<file path="config.mk">
export PLATFORM = sky130hd
export DESIGN_NAME = root_search_ctrl_flat
export DESIGN_NICKNAME = d
export VERILOG_FILES = /design/src/rtl/root_search_if.sv /design/src/rtl/root_search_ctrl.sv /design/src/flat_wrapper.sv
export SDC_FILE = /design/constraint.sdc
export NUM_CORES = 1
export LEC_CHECK = 0
export BUFFER_PORTS_ARGS = -buffer_cell sky130_fd_sc_hd__buf_2
export CAP_MARGIN = 40
export CORE_MARGIN = 3
export CORE_UTILIZATION = 45
export CTS_CLUSTER_DIAMETER = 30
export CTS_CLUSTER_SIZE = 12
export DETAILED_ROUTE_END_ITERATION = 16
export GPL_ROUTABILITY_DRIVEN = 0
export PLACE_DENSITY_LB_ADDON = 0.3
export SLEW_MARGIN = 40
export SYNTH_ARGS = -nofsm -noshare
export SYNTH_HDL_FRONTEND = slang
export SYNTH_SLANG_ARGS = --single-unit
</file>
<file path="constraint.sdc">
create_clock -name clk -period 97.7 [get_ports clk]
set_input_delay 19.54 -clock clk [delete_from_list [all_inputs] [get_ports clk]]
set_output_delay 19.54 -clock clk [all_outputs]
set_load 0.02 [all_outputs]
</file>
<file path="src/rtl/root_search_if.sv">
// Handshake bundle between the root search controller and its plant/host.
// The master side issues searches and answers measurements; the slave is the controller.
interface root_search_if #(
  parameter int BUS_WIDTH = 10,
  parameter int ITER_W    = 5
);
  logic                 start;
  logic                 mode;
  logic [BUS_WIDTH-1:0] i_ref_setup;
  logic [BUS_WIDTH-1:0] q_desired;
  logic                 meas_valid;
  logic [BUS_WIDTH-1:0] q_measured;
  logic [BUS_WIDTH-1:0] i_ref;
  logic                 meas_req;
  logic                 busy;
  logic                 converged;
  logic                 went_unstable;
  logic [ITER_W-1:0]    iter_count;

  modport master (
    output start, mode, i_ref_setup, q_desired,
    output meas_valid, q_measured,
    input  i_ref, meas_req, busy,
    input  converged, went_unstable, iter_count
  );

  modport slave (
    input  start, mode, i_ref_setup, q_desired,
    input  meas_valid, q_measured,
    output i_ref, meas_req, busy,
    output converged, went_unstable, iter_count
  );
endinterface

</file>
<file path="src/rtl/root_search_ctrl.sv">
// Drives a monotonic plant toward q_desired by bisection or secant search.
// One measurement per MEAS visit; sticky converged/went_unstable outcome.
module root_search_ctrl #(
  parameter int BUS_WIDTH = 10,
  parameter int TOL       = 1,
  parameter int MAX_ITER  = 16,
  parameter int ITER_W    = $clog2(MAX_ITER + 1)
) (
  input logic clk,
  input logic rst,
  root_search_if.slave bus
);

  localparam int BW = BUS_WIDTH;
  localparam int PW = 2 * BW + 2;
  localparam logic signed [BW:0] TOL_S = (BW + 1)'(TOL);
  localparam logic [ITER_W-1:0] MAX_IT = ITER_W'(MAX_ITER);
  localparam logic [BW-1:0] ONE = {{(BW - 1){1'b0}}, 1'b1};

  typedef enum logic [2:0] {
    IDLE,
    MEAS,
    EVAL,
    CALC,
    DONE
  } state_t;

  state_t state;

  logic              mode_r;
  logic [BW-1:0]     qd;
  logic [BW-1:0]     qm;
  logic [BW-1:0]     lo;
  logic [BW-1:0]     hi;
  logic [BW-1:0]     x0;
  logic [BW-1:0]     x1;
  logic signed [BW:0] e0;
  logic signed [BW:0] e1;
  logic [BW-1:0]     i_ref;
  logic              meas_req;
  logic              busy;
  logic              converged;
  logic              unstable;
  logic [ITER_W-1:0] iter;

  logic signed [BW:0]   e_cur;
  logic                 conv_hit;
  logic                 e_pos;
  logic [BW-1:0]        nlo;
  logic [BW-1:0]        nhi;
  logic [BW-1:0]        nspan;
  logic [BW-1:0]        nmid;
  logic signed [BW:0]   dx;
  logic signed [PW-1:0] num;
  logic signed [BW+1:0] den;
  logic signed [PW-1:0] den_ext;
  logic signed [PW-1:0] quo;
  logic signed [PW-1:0] x2w;
  logic [BW-1:0]        x2c;

  always_comb begin
    e_cur    = $signed({1'b0, qd}) - $signed({1'b0, qm});
    conv_hit = (e_cur <= TOL_S) && (e_cur >= -TOL_S);
    e_pos    = !e_cur[BW] && (e_cur != '0);
    nlo      = e_pos ? i_ref : lo;
    nhi      = e_pos ? hi : i_ref;
    nspan    = nhi - nlo;
    nmid     = nlo + (nspan >> 1);
    dx       = $signed({1'b0, x1}) - $signed({1'b0, x0});
    num      = $signed({{(PW - BW - 1){e1[BW]}}, e1})
             * $signed({{(PW - BW - 1){dx[BW]}}, dx});
    den      = $signed({e1[BW], e1}) - $signed({e0[BW], e0});
    den_ext  = $signed({{(PW - BW - 2){den[BW+1]}}, den});
    // Guard only; CALC never uses the quotient when e1 == e0.
    if (den == '0) begin
      den_ext = {{(PW - 1){1'b0}}, 1'b1};
    end
    quo = num / den_ext;
    x2w = $signed({{(PW - BW){1'b0}}, x1}) - quo;
    if (x2w[PW-1]) begin
      x2c = '0;
    end else if (|x2w[PW-2:BW]) begin
      x2c = '1;
    end else begin
      x2c = x2w[BW-1:0];
    end
  end

  always_ff @(posedge clk) begin
    if (rst) begin
      state     <= IDLE;
      mode_r    <= 1'b0;
      qd        <= '0;
      qm        <= '0;
      lo        <= '0;
      hi        <= '0;
      x0        <= '0;
      x1        <= '0;
      e0        <= '0;
      e1        <= '0;
      i_ref     <= '0;
      meas_req  <= 1'b0;
      busy      <= 1'b0;
      converged <= 1'b0;
      unstable  <= 1'b0;
      iter      <= '0;
    end else begin
      unique case (state)
        IDLE, DONE: begin
          if (bus.start) begin
            state     <= MEAS;
            mode_r    <= bus.mode;
            qd        <= bus.q_desired;
            lo        <= '0;
            hi        <= bus.i_ref_setup;
            x0        <= '0;
            x1        <= bus.i_ref_setup;
            e0        <= '0;
            e1        <= '0;
            i_ref     <= bus.mode ? '0 : (bus.i_ref_setup >> 1);
            meas_req  <= 1'b1;
            busy      <= 1'b1;
            converged <= 1'b0;
            unstable  <= 1'b0;
            iter      <= '0;
          end
        end
        MEAS: begin
          if (bus.meas_valid) begin
            qm       <= bus.q_measured;
            iter     <= iter + ITER_W'(1);
            meas_req <= 1'b0;
            state    <= EVAL;
          end
        end
        EVAL: begin
          if (conv_hit) begin
            converged <= 1'b1;
            busy      <= 1'b0;
            state     <= DONE;
          end else if (iter == MAX_IT) begin
            unstable <= 1'b1;
            busy     <= 1'b0;
            state    <= DONE;
          end else if (!mode_r) begin
            lo <= nlo;
            hi <= nhi;
            if (nspan <= ONE) begin
              unstable <= 1'b1;
              busy     <= 1'b0;
              state    <= DONE;
            end else begin
              i_ref    <= nmid;
              meas_req <= 1'b1;
              state    <= MEAS;
            end
          end else if (iter == ITER_W'(1)) begin
            e0       <= e_cur;
            i_ref    <= x1;
            meas_req <= 1'b1;
            state    <= MEAS;
          end else begin
            e1    <= e_cur;
            state <= CALC;
          end
        end
        CALC: begin
          if (den == '0 || x2c == x1) begin
            unstable <= 1'b1;
            busy     <= 1'b0;
            state    <= DONE;
          end else begin
            x0       <= x1;
            e0       <= e1;
            x1       <= x2c;
            i_ref    <= x2c;
            meas_req <= 1'b1;
            state    <= MEAS;
          end
        end
        default: state <= IDLE;
      endcase
    end
  end

  assign bus.i_ref         = i_ref;
  assign bus.meas_req      = meas_req;
  assign bus.busy          = busy;
  assign bus.converged     = converged;
  assign bus.went_unstable = unstable;
  assign bus.iter_count    = iter;

endmodule

</file>
<file path="src/flat_wrapper.sv">
// flat-port wrapper written by rule: the top's interface ports become plain ports
module root_search_ctrl_flat 
#(
  parameter int BUS_WIDTH = 10,
  parameter int TOL       = 1,
  parameter int MAX_ITER  = 16,
  parameter int ITER_W    = $clog2(MAX_ITER + 1)
)
  (clk, rst, bus_start, bus_mode, bus_i_ref_setup, bus_q_desired, bus_meas_valid, bus_q_measured, bus_i_ref, bus_meas_req, bus_busy, bus_converged, bus_went_unstable, bus_iter_count);
  root_search_if #(.BUS_WIDTH(BUS_WIDTH), .ITER_W(ITER_W)) bus_i ();
  input logic clk;
  input logic rst;
  input wire logic [$bits(bus_i.start)-1:0] bus_start;
  input wire logic [$bits(bus_i.mode)-1:0] bus_mode;
  input wire logic [$bits(bus_i.i_ref_setup)-1:0] bus_i_ref_setup;
  input wire logic [$bits(bus_i.q_desired)-1:0] bus_q_desired;
  input wire logic [$bits(bus_i.meas_valid)-1:0] bus_meas_valid;
  input wire logic [$bits(bus_i.q_measured)-1:0] bus_q_measured;
  output wire logic [$bits(bus_i.i_ref)-1:0] bus_i_ref;
  output wire logic [$bits(bus_i.meas_req)-1:0] bus_meas_req;
  output wire logic [$bits(bus_i.busy)-1:0] bus_busy;
  output wire logic [$bits(bus_i.converged)-1:0] bus_converged;
  output wire logic [$bits(bus_i.went_unstable)-1:0] bus_went_unstable;
  output wire logic [$bits(bus_i.iter_count)-1:0] bus_iter_count;
  assign bus_i.start = bus_start;
  assign bus_i.mode = bus_mode;
  assign bus_i.i_ref_setup = bus_i_ref_setup;
  assign bus_i.q_desired = bus_q_desired;
  assign bus_i.meas_valid = bus_meas_valid;
  assign bus_i.q_measured = bus_q_measured;
  assign bus_i_ref = bus_i.i_ref;
  assign bus_meas_req = bus_i.meas_req;
  assign bus_busy = bus_i.busy;
  assign bus_converged = bus_i.converged;
  assign bus_went_unstable = bus_i.went_unstable;
  assign bus_iter_count = bus_i.iter_count;
  root_search_ctrl #(.BUS_WIDTH(BUS_WIDTH), .TOL(TOL), .MAX_ITER(MAX_ITER), .ITER_W(ITER_W)) u_core (.clk(clk), .rst(rst), .bus(bus_i));
endmodule
</file>
==> metrics.md <==
| Metric | Value |
|---|---|
| Synth Area in Compound Gates | `0.248` |
| Detailed Routing Iterations Pass 1 | `6` |
| Measured slew at the worst slew-check pin | `~0.87 ns` |
| Initial antenna violation count | `0` |
| Area growth syn-to-layout | `6.31%` |
| Final Critical Period | `about 60 ns` |
| Post-synthesis mux area share | `0.0443` |
| GR peak layer | `met2` |
| Wirelength, routed | `77.8 mm` |
| Final core occ | `0.485` |
| Skew final | `0.0153 ns` |
| H-tree depth | `3` |
| Number of I/O port buffers | `between 50 and 60` |
| Slowest cell on crit path | `a221oi_1` |
| Fill cell count | `5960` |
| Gr ovfl total | `0` |
| Post-cts resize count | `0` |
| Slew Viols, Final | `0` |
| Critical path class | `reg -> reg` |
| Vias in the first global route | `24579` |
| CP delay by family, top | `compound AO/OA/AOI/OAI gates` |
| Min-delay worst type | `reg -> reg` |
| Max cap viols | `0` |
| Ys flop type | `dfxtp_1` |
| Core ar. | `59100 µm²` |
| Number of synthesized flops with an enable pin | `0` |
| Antenna Violating Nets Remaining | `0` |
| Final period util | `0.627` |
| Simple-Gate Fraction of Synth Area | `0.224` |
| Fmax | `approximately 16 MHz` |
| Setup ws final | `about 36 ns` |
| Cts hold-fix bufs | `0` |
| Nets | `around 4300` |
| 1st-iter DRT viols | `1765` |
| Ports | `between 50 and 60` |
| Final non-filler cell total | `around 4500` |
| Met1 Use GR | `0.340` |
| Top cell by count, worst path | `ha_1` |
| Clock slew at reported path FFs | `around 0.080 ns` |
| Overall routing resource usage | `0.241` |
| Fraction of layout cells with a size suffix above 1 | `0.0678` |
| Full die area | `approximately 63000 µm²` |
| Num CTS Buffers | `9` |
| Crit Path Max Fanout | `20` |
| Vias per inst | `between 5 and 6` |
| YS warnings | `0` |
| Worst slew margin | `0.417` |
| Vias | `between 20000 and 30000` |
| Place WS | `37.70 ns` |
| Clock Tree Buf Depth | `2` |
| Met3 Use GR | `0.0184` |
| Crit path buffers/inverters | `13` |
| CP Capture Type | `flip-flop` |
| Final HPWL DP | `62.7 mm` |
| GR Util met2 | `0.405` |
| CTS tree | `built` |
| Largest family of logic cells by synthesized area | `adder cells` |
| Post-Place Cells | `about 4500` |
| Async SR Flop Fraction | `0` |
| Largest net degree at the start of global routing | `slightly above 60` |
| Die Span Y | `~250 µm` |
| Setup Buffers After CTS | `0` |
| Post-Synthesis Cells | `3702` |
| CP required | `slightly below 100 ns` |
| Crit start category | `flip-flop` |
| Crit path DAT | `approximately 61 ns` |
| Final Hold Fails | `0` |
| Register area share after synthesis | `0.0779` |
| Final setup fails | `0` |
| Root buffer cell | `clkbuf_16` |
| Setup_tns | `0 ns` |
| DR DRC count | `0` |
| Post-Syn Area | `about 27000 µm²` |
| Syn Area/Cell | `7.29 µm²` |
| Row cnt | `89` |
| Xor and xnor fraction of the mapped netlist area | `0.0812` |
| Initial Utilization | `0.456` |
| RSZ-0062 raised after global routing | `false` |
| Clock Sinks | `about 110` |
| Outcome | `finished, final reports clean` |
| Slowest stage delay, CP | `roughly 0.73 ns` |
| Adder-cell share of the synthesized area | `0.261` |
| Ant diodes | `0` |
| Die Wd | `approximately 250 µm` |
| Clk_lat worst skew | `roughly 0.36 ns` |
| Global-route wire length before repair | `approximately 130 mm` |
| Number of synthesized register bits | `105` |
| Synth unique cells | `a little under 100` |
| WL per Instance | `17.3 µm` |
cells in the mapped netlist, drive strengths merged (13+ instances only):
| library cell | number | area [µm²] |
|---|---|---|
| and3 | 26 | 163 |
| o21bai | 30 | 225 |
| mux2i | 39 | 403 |
| o21a | 88 | 661 |
| a221oi | 13 | 114 |
| nor2b | 47 | 294 |
| a31oi | 48 | 300 |
| inv | 314 | 1180 |
| and2 | 83 | 519 |
| nor2 | 391 | 1470 |
| dfxtp | 105 | 2100 |
| nand3 | 73 | 370 |
| ha | 365 | 4570 |
| xnor2 | 163 | 1430 |
| nor4 | 25 | 163 |
| nand2b | 51 | 319 |
| or2 | 19 | 119 |
| xor2 | 87 | 762 |
| a21o | 74 | 556 |
| o21ai | 177 | 886 |
| buf | 25 | 128 |
| o31a | 18 | 158 |
| mux2 | 68 | 769 |
| or3 | 27 | 169 |
| nand2 | 348 | 1310 |
| clkbuf | 109 | 409 |
| o211ai | 25 | 188 |
| nand4 | 27 | 169 |
| fa | 124 | 2480 |
| a211oi | 59 | 448 |
| a21oi | 310 | 1570 |
| o31ai | 28 | 224 |
| nor3 | 122 | 626 |
sequential cells by signal (all words and copies together) (netlist names), 3 cells and up:
| signal | count |
|---|---|
| u_core.e0 | 11 |
| u_core.e1 | 11 |
| u_core.bus.i_ref | 10 |
| u_core.hi | 10 |
| u_core.lo | 10 |
| u_core.qd | 10 |
| u_core.qm | 10 |
| u_core.x0 | 10 |
| u_core.x1 | 10 |
| u_core.bus.iter_count | 5 |
| u_core.state | 3 |
layer usage:
metal / part of all wire / vias up
met5: 0 / -
met4: 0.021 / 0
met3: 0.055 / 123
met2: 0.45 / 789
met1: 0.47 / 12339
li1: - / 13167
worst paths after layout:
check / start / endpoint / slack [ns] / cells past startpoint
worst min register to register: u_core.qd[4] / u_core.qd[4] / 0.46 / 2
worst max-delay path: u_core.x1[0] / u_core.bus.went_unstable / 36.47 / 243
worst max register to register: u_core.x1[0] / u_core.bus.went_unstable / 36.47 / 243
worst min-delay path: u_core.qd[4] / u_core.qd[4] / 0.46 / 2
cells in the final DEF, fill, tap and decap left out, types with 26 or more instances in the layout:
master    netlist  layout
o21ai_0       167     165
nand4_1        27      27
o21bai_1       30      30
buf_2          12      52
nor2b_1        47      47
nor2_1        391     388
nand3_1        72      72
buf_4           3      41
nor3_1        119     119
conb_1          1      55
mux2_2         67      67
a21oi_1       308     306
xnor2_1       163     158
and3_1         26      26
and2_1         83      83
a31oi_1        48      45
nand2b_1       51      51
dfxtp_1       105     104
inv_1         314     314
xor2_1         87      82
a211oi_1       58      58
fa_1          124     124
or3_1          27      27
mux2i_1        38      38
ha_1          365     365
nand2_1       348     346
o21a_1         88      88
a21o_1         74      74
stage by stage:
| step | hold WS [ns] | instance area [µm²] |
|---|---|---|
| final | 0.459 | 28700 |
| after global routing | 0.475 | 28700 |
| after CTS | 0.459 | 28700 |
| after detailed placement | 0.449 | 28300 |
| after global placement | 0.441 | 28300 |
| after floorplan | 0.432 | 27200 |
logic make-up (layout without fill, tap and decap cells):
logic type                 Yosys count  in the layout
xor gates and xnor gates           250            250
adders and majority gates          489            489
buffers and inverters              448            424
muxes                              108            108
other                                1             55
AOI/OAI and AO/OA                 1019           1019
DFF                                105            105
and+or+nand+nor                   1282           1282
final cells by class:
| class | instances | area [µm²] | share of cell area |
|---|---|---|---|
| Sequential cell | 105 | 2100 | 0.0733 |
| Tap cell | 773 | 967 | 0.0337 |
| Clock buffer | 10 | 239 | 0.00833 |
| Inverter | 314 | 1180 | 0.0411 |
| Multi-Input combinational cell | 3203 | 23500 | 0.820 |
| Timing Repair Buffer | 94 | 572 | 0.0199 |
| Clock inverter | 6 | 95.1 | 0.00332 |
worst min-delay path: cells and delay by family, from the launching register on:
kind | cells | cell delay (ns)
AND/OR/NAND/NOR | 1 | 0.05
flip-flops | 1 | 0.31
AO/OA/AOI/OAI | 1 | 0.05
Power is left out: the tool's default activity adds up to more than one toggle a clock period on the data nets, which glitch-free logic cannot reach.
